### config.mk
export PLATFORM = sky130hd
export DESIGN_NAME = sub_divider_ctrl_flat
export DESIGN_NICKNAME = d
export VERILOG_FILES = /design/src/rtl/sub_divider_ctrl_if.sv /design/src/rtl/sub_divider_ctrl.sv /design/src/flat_wrapper.sv
export SDC_FILE = /design/constraint.sdc
export NUM_CORES = 1
export LEC_CHECK = 0
export CAP_MARGIN = 20
export CORE_ASPECT_RATIO = 1.25
export CORE_MARGIN = 3
export CORE_UTILIZATION = 45
export DETAILED_ROUTE_END_ITERATION = 10
export PLACE_DENSITY = 0.68
export SLEW_MARGIN = 20
export SYNTH_ARGS = -nofsm -noshare
export SYNTH_HDL_FRONTEND = slang
export SYNTH_SLANG_ARGS = --single-unit
### constraint.sdc
create_clock -name clk -period 5.64 [get_ports clk]
set_clock_uncertainty 0.15 [all_clocks]
set_input_delay 0.846 -clock clk [delete_from_list [all_inputs] [get_ports clk]]
set_output_delay 0.846 -clock clk [all_outputs]
set_load 0.005 [all_outputs]
### src/rtl/sub_divider_ctrl_if.sv
// Handshake and operand/result bundle for the multi-cycle divide unit.
// The master issues requests; the slave (the divider) returns results.
interface sub_divider_ctrl_if #(
  parameter int WIDTH = 8
);
  logic             start;
  logic [WIDTH-1:0] dividend;
  logic [WIDTH-1:0] divisor;
  logic             busy;
  logic             done;
  logic             div_zero;
  logic [WIDTH-1:0] quotient;
  logic [WIDTH-1:0] remainder;

  modport master (
    output start, dividend, divisor,
    input  busy, done, div_zero, quotient, remainder
  );

  modport slave (
    input  start, dividend, divisor,
    output busy, done, div_zero, quotient, remainder
  );
endinterface

### src/rtl/sub_divider_ctrl.sv
// Sequential restoring divider: one ripple-borrow subtract per cycle, MSB first,
// with quotient/remainder/done loaded together on entry to FIN.
module sub_divider_ctrl #(
  parameter int WIDTH = 8
) (
  input logic              clk,
  input logic              rst_n,
  sub_divider_ctrl_if.slave bus
);
  localparam int KW = $clog2(WIDTH);

  typedef enum logic [1:0] {
    IDLE = 2'd0,
    ITER = 2'd1,
    FIN  = 2'd2
  } state_t;

  state_t           state_r;
  state_t           state_nxt_s;
  logic [WIDTH-1:0] d_r;
  logic [WIDTH-1:0] v_r;
  logic [WIDTH-1:0] r_r;
  logic [WIDTH-1:0] q_r;
  logic [KW-1:0]    k_r;
  logic             busy_r;
  logic             done_r;
  logic             div_zero_r;
  logic [WIDTH-1:0] quotient_r;
  logic [WIDTH-1:0] remainder_r;

  logic [WIDTH:0]   t_s;
  logic [WIDTH-1:0] diff_s;
  logic             borrow_s;
  logic [WIDTH-1:0] r_nxt_s;
  logic [WIDTH-1:0] q_nxt_s;
  logic             last_s;
  logic             div0_s;

  // Ripple-borrow subtract a - b; returns {borrow_out, low WIDTH difference bits}.
  // The top difference bit is dropped: when no borrow occurs it is always 0.
  function automatic logic [WIDTH:0] ripple_sub(input logic [WIDTH:0] a,
                                                input logic [WIDTH:0] b);
    logic             bw;
    logic [WIDTH-1:0] d;
    bw = 1'b0;
    d  = {WIDTH{1'b0}};
    for (int i = 0; i < WIDTH; i++) begin
      d[i] = a[i] ^ b[i] ^ bw;
      bw   = (~a[i] & b[i]) | (~(a[i] ^ b[i]) & bw);
    end
    bw = (~a[WIDTH] & b[WIDTH]) | (~(a[WIDTH] ^ b[WIDTH]) & bw);
    return {bw, d};
  endfunction

  // One restoring-division step plus decode of the loop and zero-divisor conditions.
  always_comb begin
    t_s                  = {r_r, d_r[k_r]};
    {borrow_s, diff_s}   = ripple_sub(t_s, {1'b0, v_r});
    if (borrow_s) begin
      r_nxt_s = t_s[WIDTH-1:0];
    end else begin
      r_nxt_s = diff_s;
    end
    q_nxt_s      = q_r;
    q_nxt_s[k_r] = ~borrow_s;
    last_s       = (k_r == {KW{1'b0}});
    div0_s       = (bus.divisor == {WIDTH{1'b0}});
  end

  // Next-state decode.
  always_comb begin
    state_nxt_s = state_r;
    case (state_r)
      IDLE: begin
        if (bus.start) begin
          state_nxt_s = div0_s ? FIN : ITER;
        end else begin
          state_nxt_s = IDLE;
        end
      end
      ITER: begin
        if (last_s) begin
          state_nxt_s = FIN;
        end else begin
          state_nxt_s = ITER;
        end
      end
      FIN:     state_nxt_s = IDLE;
      default: state_nxt_s = IDLE;
    endcase
  end

  // State register.
  always_ff @(posedge clk or negedge rst_n) begin
    if (!rst_n) begin
      state_r <= IDLE;
    end else begin
      state_r <= state_nxt_s;
    end
  end

  // Operand, iteration and result registers; results load on the edge entering FIN
  // so that done, quotient and remainder become visible in the same cycle.
  always_ff @(posedge clk or negedge rst_n) begin
    if (!rst_n) begin
      d_r         <= {WIDTH{1'b0}};
      v_r         <= {WIDTH{1'b0}};
      r_r         <= {WIDTH{1'b0}};
      q_r         <= {WIDTH{1'b0}};
      k_r         <= {KW{1'b0}};
      busy_r      <= 1'b0;
      done_r      <= 1'b0;
      div_zero_r  <= 1'b0;
      quotient_r  <= {WIDTH{1'b0}};
      remainder_r <= {WIDTH{1'b0}};
    end else begin
      case (state_r)
        IDLE: begin
          done_r <= 1'b0;
          if (bus.start) begin
            d_r <= bus.dividend;
            v_r <= bus.divisor;
            r_r <= {WIDTH{1'b0}};
            q_r <= {WIDTH{1'b0}};
            k_r <= KW'(WIDTH - 1);
            if (div0_s) begin
              busy_r      <= 1'b0;
              done_r      <= 1'b1;
              div_zero_r  <= 1'b1;
              quotient_r  <= {WIDTH{1'b1}};
              remainder_r <= bus.dividend;
            end else begin
              busy_r     <= 1'b1;
              div_zero_r <= 1'b0;
            end
          end
        end
        ITER: begin
          r_r <= r_nxt_s;
          q_r <= q_nxt_s;
          k_r <= k_r - KW'(1);
          if (last_s) begin
            busy_r      <= 1'b0;
            done_r      <= 1'b1;
            quotient_r  <= q_nxt_s;
            remainder_r <= r_nxt_s;
          end
        end
        FIN: begin
          done_r <= 1'b0;
          busy_r <= 1'b0;
        end
        default: begin
          done_r <= 1'b0;
          busy_r <= 1'b0;
        end
      endcase
    end
  end

  assign bus.busy      = busy_r;
  assign bus.done      = done_r;
  assign bus.div_zero  = div_zero_r;
  assign bus.quotient  = quotient_r;
  assign bus.remainder = remainder_r;
endmodule
### src/flat_wrapper.sv
// flat-port wrapper written by rule: the top's interface ports become plain ports
module sub_divider_ctrl_flat 
#(
  parameter int WIDTH = 8
)
  (clk, rst_n, bus_start, bus_dividend, bus_divisor, bus_busy, bus_done, bus_div_zero, bus_quotient, bus_remainder);
  sub_divider_ctrl_if #(.WIDTH(WIDTH)) bus_i ();
  input logic clk;
  input logic rst_n;
  input wire logic [$bits(bus_i.start)-1:0] bus_start;
  input wire logic [$bits(bus_i.dividend)-1:0] bus_dividend;
  input wire logic [$bits(bus_i.divisor)-1:0] bus_divisor;
  output wire logic [$bits(bus_i.busy)-1:0] bus_busy;
  output wire logic [$bits(bus_i.done)-1:0] bus_done;
  output wire logic [$bits(bus_i.div_zero)-1:0] bus_div_zero;
  output wire logic [$bits(bus_i.quotient)-1:0] bus_quotient;
  output wire logic [$bits(bus_i.remainder)-1:0] bus_remainder;
  assign bus_i.start = bus_start;
  assign bus_i.dividend = bus_dividend;
  assign bus_i.divisor = bus_divisor;
  assign bus_busy = bus_i.busy;
  assign bus_done = bus_i.done;
  assign bus_div_zero = bus_i.div_zero;
  assign bus_quotient = bus_i.quotient;
  assign bus_remainder = bus_i.remainder;
  sub_divider_ctrl #(.WIDTH(WIDTH)) u_core (.clk(clk), .rst_n(rst_n), .bus(bus_i));
endmodule
# Word-level counts from Yosys, hierarchy flattened
# Index checks and enable logic that the tools add are counted.
word_totals:
  n_memories: 0
  ff_bits: 56
  romBits: 0
  mem_bits_rw: 0
  output_inout_bits: 19
  latch_bits: 0
  elab_cells: 113
  in_bits: 19
op_classes:
  n_mul: 0
  order_cmp: 2
  addsub: 1
  shift: 0
  eq_ne: 4
  reduce_logical: 9
  n_mux: 31
  bitwise: 55
  n_div: 0
ops:
  columns: ["operator", "n"]
  rows:
  - ["two-way mux 8 bit", 8]
  - ["one-hot mux 8 bit (2 select lines)", 4]
  - ["inverter 1 bit", 17]
  - ["bitwise AND 1 bit", 16]
  - ["XOR 1 bit", 15]
  - ["bitwise mux 8 bit", 1]
  - ["zero test 8 bit", 1]
  - ["two-way mux 1 bit", 8]
  - ["OR 1 bit", 7]
  - ["two-way mux 2 bit", 3]
  - ["one-hot mux 3 bit (2 select lines)", 1]
  - ["AND reduction 2 bit", 3]
  - ["less-than comparator 3 x 4 -> 1 bit, second input constant", 1]
  - ["!= test 2 x 1 -> 1 bit, second input constant", 2]
  - ["one-hot mux 1 bit (2 select lines)", 2]
  - ["one-hot mux 2 bit (2 select lines)", 1]
  - ["AND reduction 4 bit", 1]
  - ["binary-select mux 1 bit (select 3 bit)", 1]
  - ["demux 1 bit (select 3 bit)", 1]
  - [">= comparator 3 x 1 -> 1 bit, second input constant", 1]
  - ["zero test 3 bit", 1]
  - ["two-way mux 3 bit", 1]
  - ["subtractor 3 x 1 -> 3 bit, second input constant", 1]
  - ["== test 2 x 1 -> 1 bit, second input constant", 1]
  - ["4 further kinds", 4]

# Depth between registers and ports, before layout
# Gate-level depths: netlist of the first run.
logic_depth:
  ltp_word: 23
  mapped_depth: 20
  mapped_depth_nobuf: 18

# Worst setup path after synthesis of the first run
# No wires, ideal clock.
synth_timing:
  path_kind: "reg-to-reg"
  start: "register u_core.k_r[1]"
  end: "register u_core.quotient_r[7], in the netlist u_core.bus.quotient[7]"
  n_path_buf: 2
  stages_incl_launch_ff: 21
  path_slack_ns: 0.779
  arrival_time_ns: 4.584
  period_less_slack_ns: 4.861
  setup_ns: 0.126
  required_ns: 5.364
  path_cell_list: "dfrtp_1 -> clkbuf_1 -> a31oi_1 -> o21ai_0 -> a32oi_1 -> ha_1 -> fa_1 -> inv_1 -> fa_1 -> fa_1 -> fa_1 -> fa_1 -> inv_1 -> fa_1 -> inv_1 -> fa_1 -> nor2_1 -> clkbuf_1 -> nor2_1 -> a211oi_1 -> a21oi_1"
synth_between:
  elab_chain_len: 23
  elab_cells_between_ends: 31
  classes_between: "order compare (2); eq/ne (1); mux (7); bitwise (18); reduce/logical (3)"
synth_lines:
  columns: ["element", "line_no", "text"]
  rows:
  - ["from (decl)", "sub_divider_ctrl.sv:24", "logic [KW-1:0] k_r;"]
  - ["from (signal assigned)", "sub_divider_ctrl.sv:110", "k_r <= {KW{1'b0}};"]
  - ["from (signal assigned)", "sub_divider_ctrl.sv:125", "k_r <= KW'(WIDTH - 1);"]
  - ["from (signal assigned)", "sub_divider_ctrl.sv:141", "k_r <= k_r - KW'(1);"]
  - ["binary-select mux 1 bit (select 3 bit)", "sub_divider_ctrl.sv:57", "t_s = {r_r, d_r[k_r]};"]
  - ["two-way mux 1 bit (implied by the code)", "sub_divider_ctrl.sv:57", null]
  - ["inverter 1 bit", "sub_divider_ctrl.sv:49", "bw = (~a[i] & b[i]) | (~(a[i] ^ b[i]) & bw);"]
  - ["bitwise AND 1 bit (2 in series)", "sub_divider_ctrl.sv:49", null]
  - ["OR 1 bit", "sub_divider_ctrl.sv:49", null]
  - ["bitwise AND 1 bit", "sub_divider_ctrl.sv:49", null]
  - ["OR 1 bit", "sub_divider_ctrl.sv:49", null]
  - ["bitwise AND 1 bit", "sub_divider_ctrl.sv:49", null]
  - ["(+6 left out)", null, null]
  - ["OR 1 bit", "sub_divider_ctrl.sv:49", null]
  - ["bitwise AND 1 bit", "sub_divider_ctrl.sv:49", null]
  - ["OR 1 bit", "sub_divider_ctrl.sv:49", null]
  - ["bitwise AND 1 bit", "sub_divider_ctrl.sv:51", "bw = (~a[WIDTH] & b[WIDTH]) | (~(a[WIDTH] ^ b[WIDTH]) & bw);"]
  - ["inverter 1 bit", "sub_divider_ctrl.sv:65", "q_nxt_s[k_r] = ~borrow_s;"]
  - ["bitwise mux 8 bit", "sub_divider_ctrl.sv:65", null]
  - ["two-way mux 8 bit", "sub_divider_ctrl.sv:142", "if (last_s) begin"]
  - ["one-hot mux 8 bit (2 select lines)", "sub_divider_ctrl.sv:117", "case (state_r)"]
  - ["to (signal assigned)", "sub_divider_ctrl.sv:114", "quotient_r <= {WIDTH{1'b0}};"]
  - ["to (signal assigned)", "sub_divider_ctrl.sv:130", "quotient_r <= {WIDTH{1'b1}};"]
  - ["to (signal assigned)", "sub_divider_ctrl.sv:145", "quotient_r <= q_nxt_s;"]
  - ["to (decl)", "sub_divider_ctrl.sv:28", "logic [WIDTH-1:0] quotient_r;"]
# Parallel ways exist; a longest one is shown, timed or not. The select of a mux whose other input is x is not followed.
# A chain may end at the register's enable or synchronous reset.

# Worst setup path after layout of the first run
layout_timing:
  start: "register u_core.k_r[1]"
  end: "register u_core.remainder_r[2], in the netlist u_core.bus.remainder[2]"
layout_between:
  elab_chain_len: 22
  elab_cells_between_ends: 26
  classes_between: "eq/ne (1); mux (5); bitwise (18); reduce/logical (2)"
layout_lines:
  columns: ["element", "line_no", "text"]
  rows:
  - ["binary-select mux 1 bit (select 3 bit)", "sub_divider_ctrl.sv:57", null]
  - ["two-way mux 1 bit (implied by the code)", "sub_divider_ctrl.sv:57", null]
  - ["inverter 1 bit", "sub_divider_ctrl.sv:49", null]
  - ["bitwise AND 1 bit (2 in series)", "sub_divider_ctrl.sv:49", null]
  - ["OR 1 bit", "sub_divider_ctrl.sv:49", null]
  - ["bitwise AND 1 bit", "sub_divider_ctrl.sv:49", null]
  - ["OR 1 bit", "sub_divider_ctrl.sv:49", null]
  - ["bitwise AND 1 bit", "sub_divider_ctrl.sv:49", null]
  - ["(+5 left out)", null, null]
  - ["bitwise AND 1 bit", "sub_divider_ctrl.sv:49", null]
  - ["OR 1 bit", "sub_divider_ctrl.sv:49", null]
  - ["bitwise AND 1 bit", "sub_divider_ctrl.sv:49", null]
  - ["OR 1 bit", "sub_divider_ctrl.sv:49", null]
  - ["bitwise AND 1 bit", "sub_divider_ctrl.sv:51", null]
  - ["two-way mux 8 bit", "sub_divider_ctrl.sv:59", "if (borrow_s) begin"]
  - ["two-way mux 8 bit", "sub_divider_ctrl.sv:142", null]
  - ["one-hot mux 8 bit (2 select lines)", "sub_divider_ctrl.sv:117", null]
  - ["to (signal assigned)", "sub_divider_ctrl.sv:115", "remainder_r <= {WIDTH{1'b0}};"]
  - ["to (signal assigned)", "sub_divider_ctrl.sv:131", "remainder_r <= bus.dividend;"]
  - ["to (signal assigned)", "sub_divider_ctrl.sv:146", "remainder_r <= r_nxt_s;"]
  - ["to (decl)", "sub_divider_ctrl.sv:29", "logic [WIDTH-1:0] remainder_r;"]
# Parallel ways exist; a longest one is shown, timed or not. The select of a mux whose other input is x is not followed.

==> impl_metrics.ini, run 1 <==
[cells_and_area]
fillCellCount = 561
drive_gt1_frac = 0.08511
postLayoutCellArea_um2 = 3383
antennaDiodeCount = 0
area_delta_synth_final_pct = 20.98
multi_input_area_um2 = 1256
finish.utilization = 0.5739
seqCellArea_um2 = 1401
nNetsFinal = 357

[synthesis]
netlist_area_um2 = 2796
synthArstFlopShare = 1.000
synth_largest_area_cell = dfrtp_1
synth_warnings = 0
avgSynthCellArea_um2 = 9.479
synth.most_common_cell = nand2_1
seq_area_frac_synth = 0.5011
synth_cells = 295
ys_top_cells_by_count = 59 x nand2_1, 56 x dfrtp_1, 29 x o21ai_0
yosys-top-cells-area = dfrtp_1 50%, nand2_1 7.9%, o21ai_0 5.2%
ys_ff_latch = 56
synth.top_cell.area_share = 0.5011
synth_nets = 324
synth_edf_count = 0
synth.distinct_cells = 35
synthFlopType = dfrtp_1

[floorplan]
dieArea_um2 = 7202
io_pins = 38
rows = 31
die_w_um = 76.51
start_util = 0.4743
core_um2 = 5896
dieHeight_um = 94.14

[pwr]
p_sw_frac = 0.4060
power.switching_uw = 856.7
p_clk_frac = 0.149
power_density_nw_per_um2 = 623.7
ir_drop_mv = 0.2832
pwr-share-seq = 0.347
intPower_mw = 1.253
comb_power_share = 0.504
p_leak_nw = 1.471

[clocking]
hold_buffers = 0
cts_tree = built
worstSkewPairLatency_ps = 310
max-clock-path-buffers = 2
cts_sinks = 56
postCtsSetupRepairBufs = 0
cts_root_buffer = clkbuf_8
cts_max_level = 2
cts_buffers = 5
ctsResizeCount = 0
path_clk_slew_ps = 100

[detailed_routing]
ant_nets = 0
wl_met2_um = 3034
drc_errors = 0
wire_per_inst_um = 14.86
drt_wl_total_um = 6106
dr.pass1.iters = 4
viasPerCell = 5.321
vias = 2187
drtIter0Drc = 132
wl_met3_um = 220
highest_layer = met4
wl_met1_um = 2766

[worst_setup_path]
path_class = flop to flop
worstPathRequired_ps = 5700
reg2reg_from = u_core.k_r[1]$_DFFE_PN0P_
arrival_ps = 5350
worstPathMaxFanout = 13
startpoint_type = flop
cp-end-kind = flop
crit_start = u_core.k_r[1]$_DFFE_PN0P_
regToRegSetupSlack_ps = 350

[timing]
hold_viol_final = 0
fmax_mhz = 189.2
min_period_ps = 5286
setup_viol = 0
timing.final.crit_share = 0.9372
maxSlewViolCount = 0
relSlewSlack = 0.5227
setup_tns_ps = 0
tightest_slew_ps = 716.0
rsz0062_at_grt = false

[placement]
io_buffers = 37
gp_congestion = 0.8025
place_area_um2 = 3243
dpl.hpwl_um = 4250

[grt]
grt_util_all_layers = 0.1883
antenna_found_initial = 0
grt_pass1_wl_um = 10620
grt_max_degree = 57
grt_pass1_vias = 2182
overflow = 0

[run]
max-cap-violations = 0

[min_path]
hold_path.startpoint = u_core.bus.div_zero$_DFFE_PN0P_
worst_hold_path_type = flop to flop

[outcome]
status = complete, no violations
==> power groups by stage <==
stage / Combinational [mW] / Clock [mW] / Sequential, mW
floorplan: 0.748 / 0 / 0.697
global placement: 1.04 / 0 / 0.731
detailed placement: 1.07 / 0 / 0.738
CTS: 1.07 / 0.318 / 0.731
global route: 1.23 / 0.334 / 0.760
finish: 1.06 / 0.315 / 0.732
==> cells in the final DEF, fill, tap and decap left out, types with 2 or more instances in the layout <==
cell type / Yosys / final
nand2_1: 59 / 59
dfrtp_1: 56 / 56
clkdlybuf4s50_1: 0 / 36
o21ai_0: 29 / 29
nor2_1: 20 / 20
inv_1: 18 / 18
a21oi_1: 13 / 13
a31oi_1: 12 / 12
mux2i_1: 9 / 9
nand3_1: 9 / 9
fa_1: 7 / 7
buf_4: 1 / 7
mux2_2: 6 / 6
o22ai_1: 6 / 6
nand3b_1: 5 / 5
clkbuf_8: 0 / 5
o211ai_1: 3 / 3
ha_1: 3 / 3
or4_4: 2 / 2
nor2b_1: 2 / 2
nor3b_1: 3 / 2
a32o_1: 2 / 2
bufinv_16: 0 / 2
==> metal layers <==
metal,up-vias,track usage
met2,52,0.3255
li1,1070,-
met4,0,0.05136
met3,7,0.03743
met5,-,0
met1,1058,0.2413
==> flip-flops by register name, summed over array words and instances (netlist names), 2 cells and up <==
| signal | cells |
|---|---|
| u_core.v_r | 8 |
| u_core.bus.remainder | 8 |
| u_core.bus.quotient | 8 |
| u_core.state_r | 2 |
| u_core.k_r | 3 |
| u_core.r_r | 8 |
| u_core.d_r | 8 |
| u_core.q_r | 8 |
==> through the flow <==
step                hold WS, ps  cells  setup WS, ps  power [mW]
detailed placement        318.3    403         350.8       1.804
floorplan                 290.1    295         779.4       1.445
global placement          312.2    403         471.9       1.776
CTS                       347.3    411         332.4       2.124
finish                    342.8    411         354.5       2.110
global route              362.0    411         66.18       2.325
==> cells by family (layout without fill, tap and decap cells) <==
family                     after synthesis  in the layout  synth area share
muxes                                   15             15           0.05638
and+or+nand+nor                        107            107            0.1741
adders and majority gates               10             10           0.06353
DFF                                     56             56            0.5011
AOI/OAI and AO/OA                       71             71            0.1526
buffers and inverters                   36             70           0.05235
==> path summary, 6_finish.rpt <==
| check | to | cells after the start |
|---|---|---|
| max | u_core.bus.remainder[2]$_DFFE_PN0P_ | 18 |
| min | u_core.bus.div_zero$_DFFE_PN0P_ | 2 |
| max reg2reg | u_core.bus.remainder[2]$_DFFE_PN0P_ | 18 |
| min reg2reg | u_core.bus.div_zero$_DFFE_PN0P_ | 2 |
| max in group asynchronous | u_core.bus.remainder[0]$_DFFE_PN0P_ | 2 |
| min in group asynchronous | u_core.d_r[0]$_DFFE_PN0P_ | 2 |
==> layout make-up <==
cell class | instances | area share
Tap cell | 82 | 0.03033
Clock inverter | 3 | 0.02034
Clock buffer | 5 | 0.02034
Sequential cell | 56 | 0.4142
Timing Repair Buffer | 44 | 0.1235
Inverter | 18 | 0.01997
Multi-Input combinational cell | 203 | 0.3713
==> worst max-delay path, cell delays in order (launching register included) <==
cell      delay, ps
dfrtp_1         600
mux2i_1         240
o211ai_1        100
a32oi_1         280
ha_1            230
fa_1            170
inv_1            50
fa_1            370
fa_1            390
fa_1            390
fa_1            380
inv_1            80
fa_1            160
inv_1            50
fa_1            410
nor2_1          460
mux2i_1         320
o21ai_0         100
mux2_2          280
Power figures use the tool's default switching activity.
==> run 2, diff against run 1 <==
--- a/config.mk
+++ b/config.mk
@@ -11,6 +11,7 @@
 export CORE_UTILIZATION = 45
 export DETAILED_ROUTE_END_ITERATION = 10
 export PLACE_DENSITY = 0.68
+export REMOVE_ABC_BUFFERS = 1
 export SLEW_MARGIN = 20
 export SYNTH_ARGS = -nofsm -noshare
 export SYNTH_HDL_FRONTEND = slang
==> run 2 against run 1 <==
Against the previous run: worst hold slack worse by 1.0 ps; global-route usage is 0.27 points lower; combinational power barely moved; design area decreased by 0.89%; clock power shrank 16%; final cell count unchanged; largest cell class unchanged; largest power group unchanged.
==> impl_metrics.ini, run 2 (synthesis gave the netlist of run 1 again) <==
[detailed_routing]
drt_wl_total_um = 6227
ant_nets = 0
wire_per_inst_um = 15.15
viasPerCell = 5.214
drc_errors = 0
vias = 2143
dr.pass1.iters = 4
drtIter0Drc = 139

[worst_setup_path]
r2r-end = u_core.bus.remainder[2]$_DFFE_PN0P_
arrival_ps = 5240
startpoint_type = flop
reg2reg_from = u_core.k_r[0]$_DFFE_PN0P_
worstPathRequired_ps = 5690
reg2reg_depth = 18
regToRegSetupSlack_ps = 460
path_class = flop to flop
cp-end-kind = flop
worstPathMaxFanout = 12

[grt]
antenna_found_initial = 0
grt_max_degree = 57
grt_pass1_vias = 2109
grt_pass1_wl_um = 10510
grt_util_all_layers = 0.1856
overflow = 0

[placement]
dpl.hpwl_um = 4263
gp_congestion = 0.8675
io_buffers = 37

[cells_and_area]
fillCellCount = 560
final_common_cell = nand2_1
nNetsFinal = 357
area_delta_synth_final_pct = 19.91
finish.utilization = 0.5688
mostFrequentLayoutCells = 59 x nand2_1, 56 x dfrtp_1, 36 x clkdlybuf4s50_1
antennaDiodeCount = 0
drive_gt1_frac = 0.08207

[clocking]
hold_buffers = 0
max-clock-path-buffers = 2
ctsResizeCount = 0
cts_root_buffer = clkbuf_8
postCtsSetupRepairBufs = 0
worstSkewPairLatency_ps = 320
cts_sinks = 56
cts_buffers = 5
path_clk_slew_ps = 100
cts_tree = built
cts_max_level = 2

[min_path]
worst_hold_path_type = flop to flop
holdPathEnd = u_core.bus.div_zero$_DFFE_PN0P_
hold_path.startpoint = u_core.bus.div_zero$_DFFE_PN0P_
hold_path_depth = 2

[pwr]
power_density_nw_per_um2 = 619.9
ir_drop_mv = 0.2837
power_mw = 2.079
p_leak_nw = 1.458

[floorplan]
start_util = 0.4743
die_w_um = 76.51
core_um2 = 5896
io_pins = 38
dieArea_um2 = 7202
dieHeight_um = 94.14
rows = 31

[timing]
hold_viol_final = 0
setup_tns_ps = 0
holdWs_ps = 341.8
timing.final.crit_share = 0.9189
rsz0062_at_grt = false
fmax_mhz = 193.0
tightest_slew_ps = 1039
setup_viol = 0
maxSlewViolCount = 0
relSlewSlack = 0.3073
min_period_ps = 5183

[outcome]
status = complete, no violations

[run]
max-cap-violations = 0
## run 2: worst max path at each step
stage | slack, ps | depth (start not counted) | startpoint | endpoint
final | 460 | 18 | u_core.k_r[0]$_DFFE_PN0P_ | u_core.bus.remainder[2]$_DFFE_PN0P_
after global routing | 120 | 19 | u_core.k_r[1]$_DFFE_PN0P_ | u_core.bus.remainder[2]$_DFFE_PN0P_
after CTS | 490 | 18 | u_core.k_r[0]$_DFFE_PN0P_ | u_core.bus.remainder[3]$_DFFE_PN0P_
after detailed placement | 520 | 18 | u_core.k_r[0]$_DFFE_PN0P_ | u_core.bus.remainder[3]$_DFFE_PN0P_
after global placement | 690 | 18 | u_core.k_r[0]$_DFFE_PN0P_ | u_core.bus.remainder[2]$_DFFE_PN0P_
after floorplan | 550 | 17 | u_core.k_r[0]$_DFFE_PN0P_ | u_core.bus.remainder[2]$_DFFE_PN0P_
## run 2: area by class of cell
| class | instances | area (um^2) | area share |
|---|---|---|---|
| repair buffers | 44 | 417.9 | 0.1246 |
| inverters | 18 | 67.56 | 0.02015 |
| well taps | 82 | 102.6 | 0.03060 |
| multi-input cells | 203 | 1256 | 0.3746 |
| flip-flops and latches | 56 | 1401 | 0.4179 |
| clock buffers | 6 | 72.57 | 0.02164 |
| clock inverters | 2 | 35.03 | 0.01045 |
## run 2: through the flow
step | area, um^2 | setup slack, ps | std cells
after CTS | 3351 | 492.0 | 411
after detailed placement | 3243 | 519.0 | 403
after global routing | 3353 | 124.8 | 411
after global placement | 3243 | 691.2 | 403
after floorplan | 2718 | 546.3 | 277
final | 3353 | 457.5 | 411
## run 2: report_power, final
group / switching [mW] / internal (mW) / total (mW) / leakage [nW]
clock: 0.132 / 0.132 / 0.264 / 0.0552
sequential: 0.144 / 0.589 / 0.733 / 0.671
combinational: 0.591 / 0.490 / 1.08 / 0.733
## run 2: routing by layer
layer  vias up  track usage  wire, um
met5         -            0         0
met4         0      0.06798        98
met3        10      0.03743       225
met2        49       0.3087      3111
met1      1014       0.2408      2792
li1       1070            -         -
## run 2: critical path: stages, from the launching register on
cell,delay [ps]
dfrtp_1,560
mux2_2,380
a32oi_1,310
ha_1,240
fa_1,160
inv_1,50
fa_1,370
fa_1,400
fa_1,390
fa_1,360
inv_1,80
fa_1,160
inv_1,50
fa_1,420
nor2_1,160
buf_4,200
mux2i_1,240
o21ai_0,100
mux2_2,280
==> run 3, diff against run 2 <==
--- a/config.mk
+++ b/config.mk
@@ -6,7 +6,7 @@
 export NUM_CORES = 1
 export LEC_CHECK = 0
 export CAP_MARGIN = 20
-export CORE_ASPECT_RATIO = 1.25
+export CORE_ASPECT_RATIO = 0.8
 export CORE_MARGIN = 3
 export CORE_UTILIZATION = 45
 export DETAILED_ROUTE_END_ITERATION = 10
==> run 3 against run 2 <==
Against the previous run: clock power grew 34%; routed wire length up 1.2%; register-to-register slack got worse by 50 ps; largest cell class unchanged; highest routed layer unchanged.
==> impl_metrics.ini, run 3 (synthesis gave the netlist of run 1 again) <==
[cells_and_area]
antennaDiodeCount = 0
area_delta_synth_final_pct = 21.52
nNetsFinal = 356
final_common_cell = nand2_1
finish.utilization = 0.5688
fillCellCount = 532
drive_gt1_frac = 0.08537
mostFrequentLayoutCells = 59 x nand2_1, 56 x dfrtp_1, 36 x clkdlybuf4s50_1

[worst_setup_path]
crit_buf_inv = 3
path_delay_family = adder cells
startpoint_type = flop
worstPathCellList = mux2_2 > a32oi_1 > ha_1 > fa_1 > inv_1 > fa_1 > fa_1 > fa_1 > fa_1 > inv_1 > fa_1 > inv_1 > fa_1 > nor2_2 > mux2i_1 > o21ai_0 > mux2_2
arrival_ps = 5280
worstPathRequired_ps = 5690
worstPathMaxFanout = 12
cpPeakStageDelay_ps = 570
path_common_cell = fa_1
cp-end-kind = flop
path_class = flop to flop
cp_slowest_cell = dfrtp_1

[floorplan]
rows = 25
io_pins = 38
dieArea_um2 = 7202
die_w_um = 94.14
start_util = 0.4681
dieHeight_um = 76.51
core_um2 = 5974

[pwr]
ir_drop_mv = 0.2564
p_leak_nw = 1.476
power_density_nw_per_um2 = 639.7

[min_path]
worst_hold_path_type = flop to flop

[clocking]
worstSkewPairLatency_ps = 320
cts_tree = built
cts_max_level = 2
path_clk_slew_ps = 110
max-clock-path-buffers = 2
hold_buffers = 0
cts_root_buffer = clkbuf_8
cts_buffers = 5
cts_sinks = 56

[outcome]
status = complete, no violations

[grt]
grt_pass1_wl_um = 10510
grt_pass1_vias = 2040
grt_max_degree = 57
grt_util_all_layers = 0.1849
overflow = 0
antenna_found_initial = 0

[timing]
tightest_slew_ps = 907.8
min_period_ps = 5230
maxSlewViolCount = 0
relSlewSlack = 0.3948
hold_viol_final = 0
fmax_mhz = 191.2
setup_viol = 0
rsz0062_at_grt = false
timing.final.crit_share = 0.9274
setup_tns_ps = 0

[detailed_routing]
drt_wl_total_um = 6300
wire_per_inst_um = 15.40
drc_errors = 0
dr.pass1.iters = 4
drtIter0Drc = 123
ant_nets = 0
viasPerCell = 5.301
vias = 2168

[placement]
gp_congestion = 0.8399
io_buffers = 37
dpl.hpwl_um = 4209

[run]
max-cap-violations = 0
## run 3: changes by cell type in the layout (fill, tap and decap cells not counted), sizes merged
cell | previous run | this run
bufinv | 1 | 3
clkbuf | 6 | 5
clkinv | 1 | 0
buf | 8 | 7
## run 3: worst register-to-register path, stage by stage, from the launching register on
cell     delay [ps]
dfrtp_1         570
mux2_2          380
a32oi_1         320
ha_1            240
fa_1            190
inv_1            50
fa_1            380
fa_1            400
fa_1            400
fa_1            370
inv_1            70
fa_1            150
inv_1            50
fa_1            420
nor2_2          320
mux2i_1         260
o21ai_0         100
mux2_2          280
## run 3: layout make-up
type                       instances  area (um^2)  share of cell area
sequential                        56         1401              0.4124
multi-input combinational        203         1259              0.3704
timing repair buffer              43        410.4              0.1208
tap                               81        101.3             0.02982
clock inverter                     3        90.09             0.02651
clock buffer                       5        68.82             0.02025
inverter                          18        67.56             0.01988
## run 3: stage by stage
step	hold slack [ps]	cell area, um^2	power, mW	worst slack [ps]	instances
detailed placement	310.8	3234	1.816	329.3	401
global placement	315.7	3234	1.779	498.6	401
floorplan	290.1	2718	1.411	546.3	277
global route	370.1	3398	2.370	134.6	409
finish	336.9	3398	2.174	409.5	409
CTS	340.6	3393	2.182	275.3	409
## run 3: routing by layer
layer	up-vias	track usage	share of wire
met3	7	0.03455	0.041
met1	1039	0.2899	0.49
met4	0	0.04762	0.0059
li1	1069	-	-
met5	-	0	0
met2	53	0.2622	0.46
## run 3: power breakdown
part,total (mW),internal (mW),switching [mW]
Clock,0.355,0.222,0.133
Combinational,1.08,0.486,0.598
Sequential,0.735,0.589,0.146
## run 3: worst paths after layout
kind                            depth (start not counted)                             from                                  end  slack [ps]
worst max-delay path                                   17        u_core.k_r[0]$_DFFE_PN0P_  u_core.bus.remainder[2]$_DFFE_PN0P_         410
worst min-delay path                                    2  u_core.bus.div_zero$_DFFE_PN0P_      u_core.bus.div_zero$_DFFE_PN0P_         340
worst max register to register                         17        u_core.k_r[0]$_DFFE_PN0P_  u_core.bus.remainder[2]$_DFFE_PN0P_         410
worst min register to register                          2  u_core.bus.div_zero$_DFFE_PN0P_      u_core.bus.div_zero$_DFFE_PN0P_         340
max in group asynchronous                               2                            rst_n   u_core.bus.quotient[1]$_DFFE_PN0P_        4360
min in group asynchronous                               2                            rst_n          u_core.bus.busy$_DFFE_PN0P_         510
## run 3: repair_timing
item | CTS | global route
resized for setup | 0 | 1
setup endpoints to repair | 0 | 3
setup buffers | 0 | 0
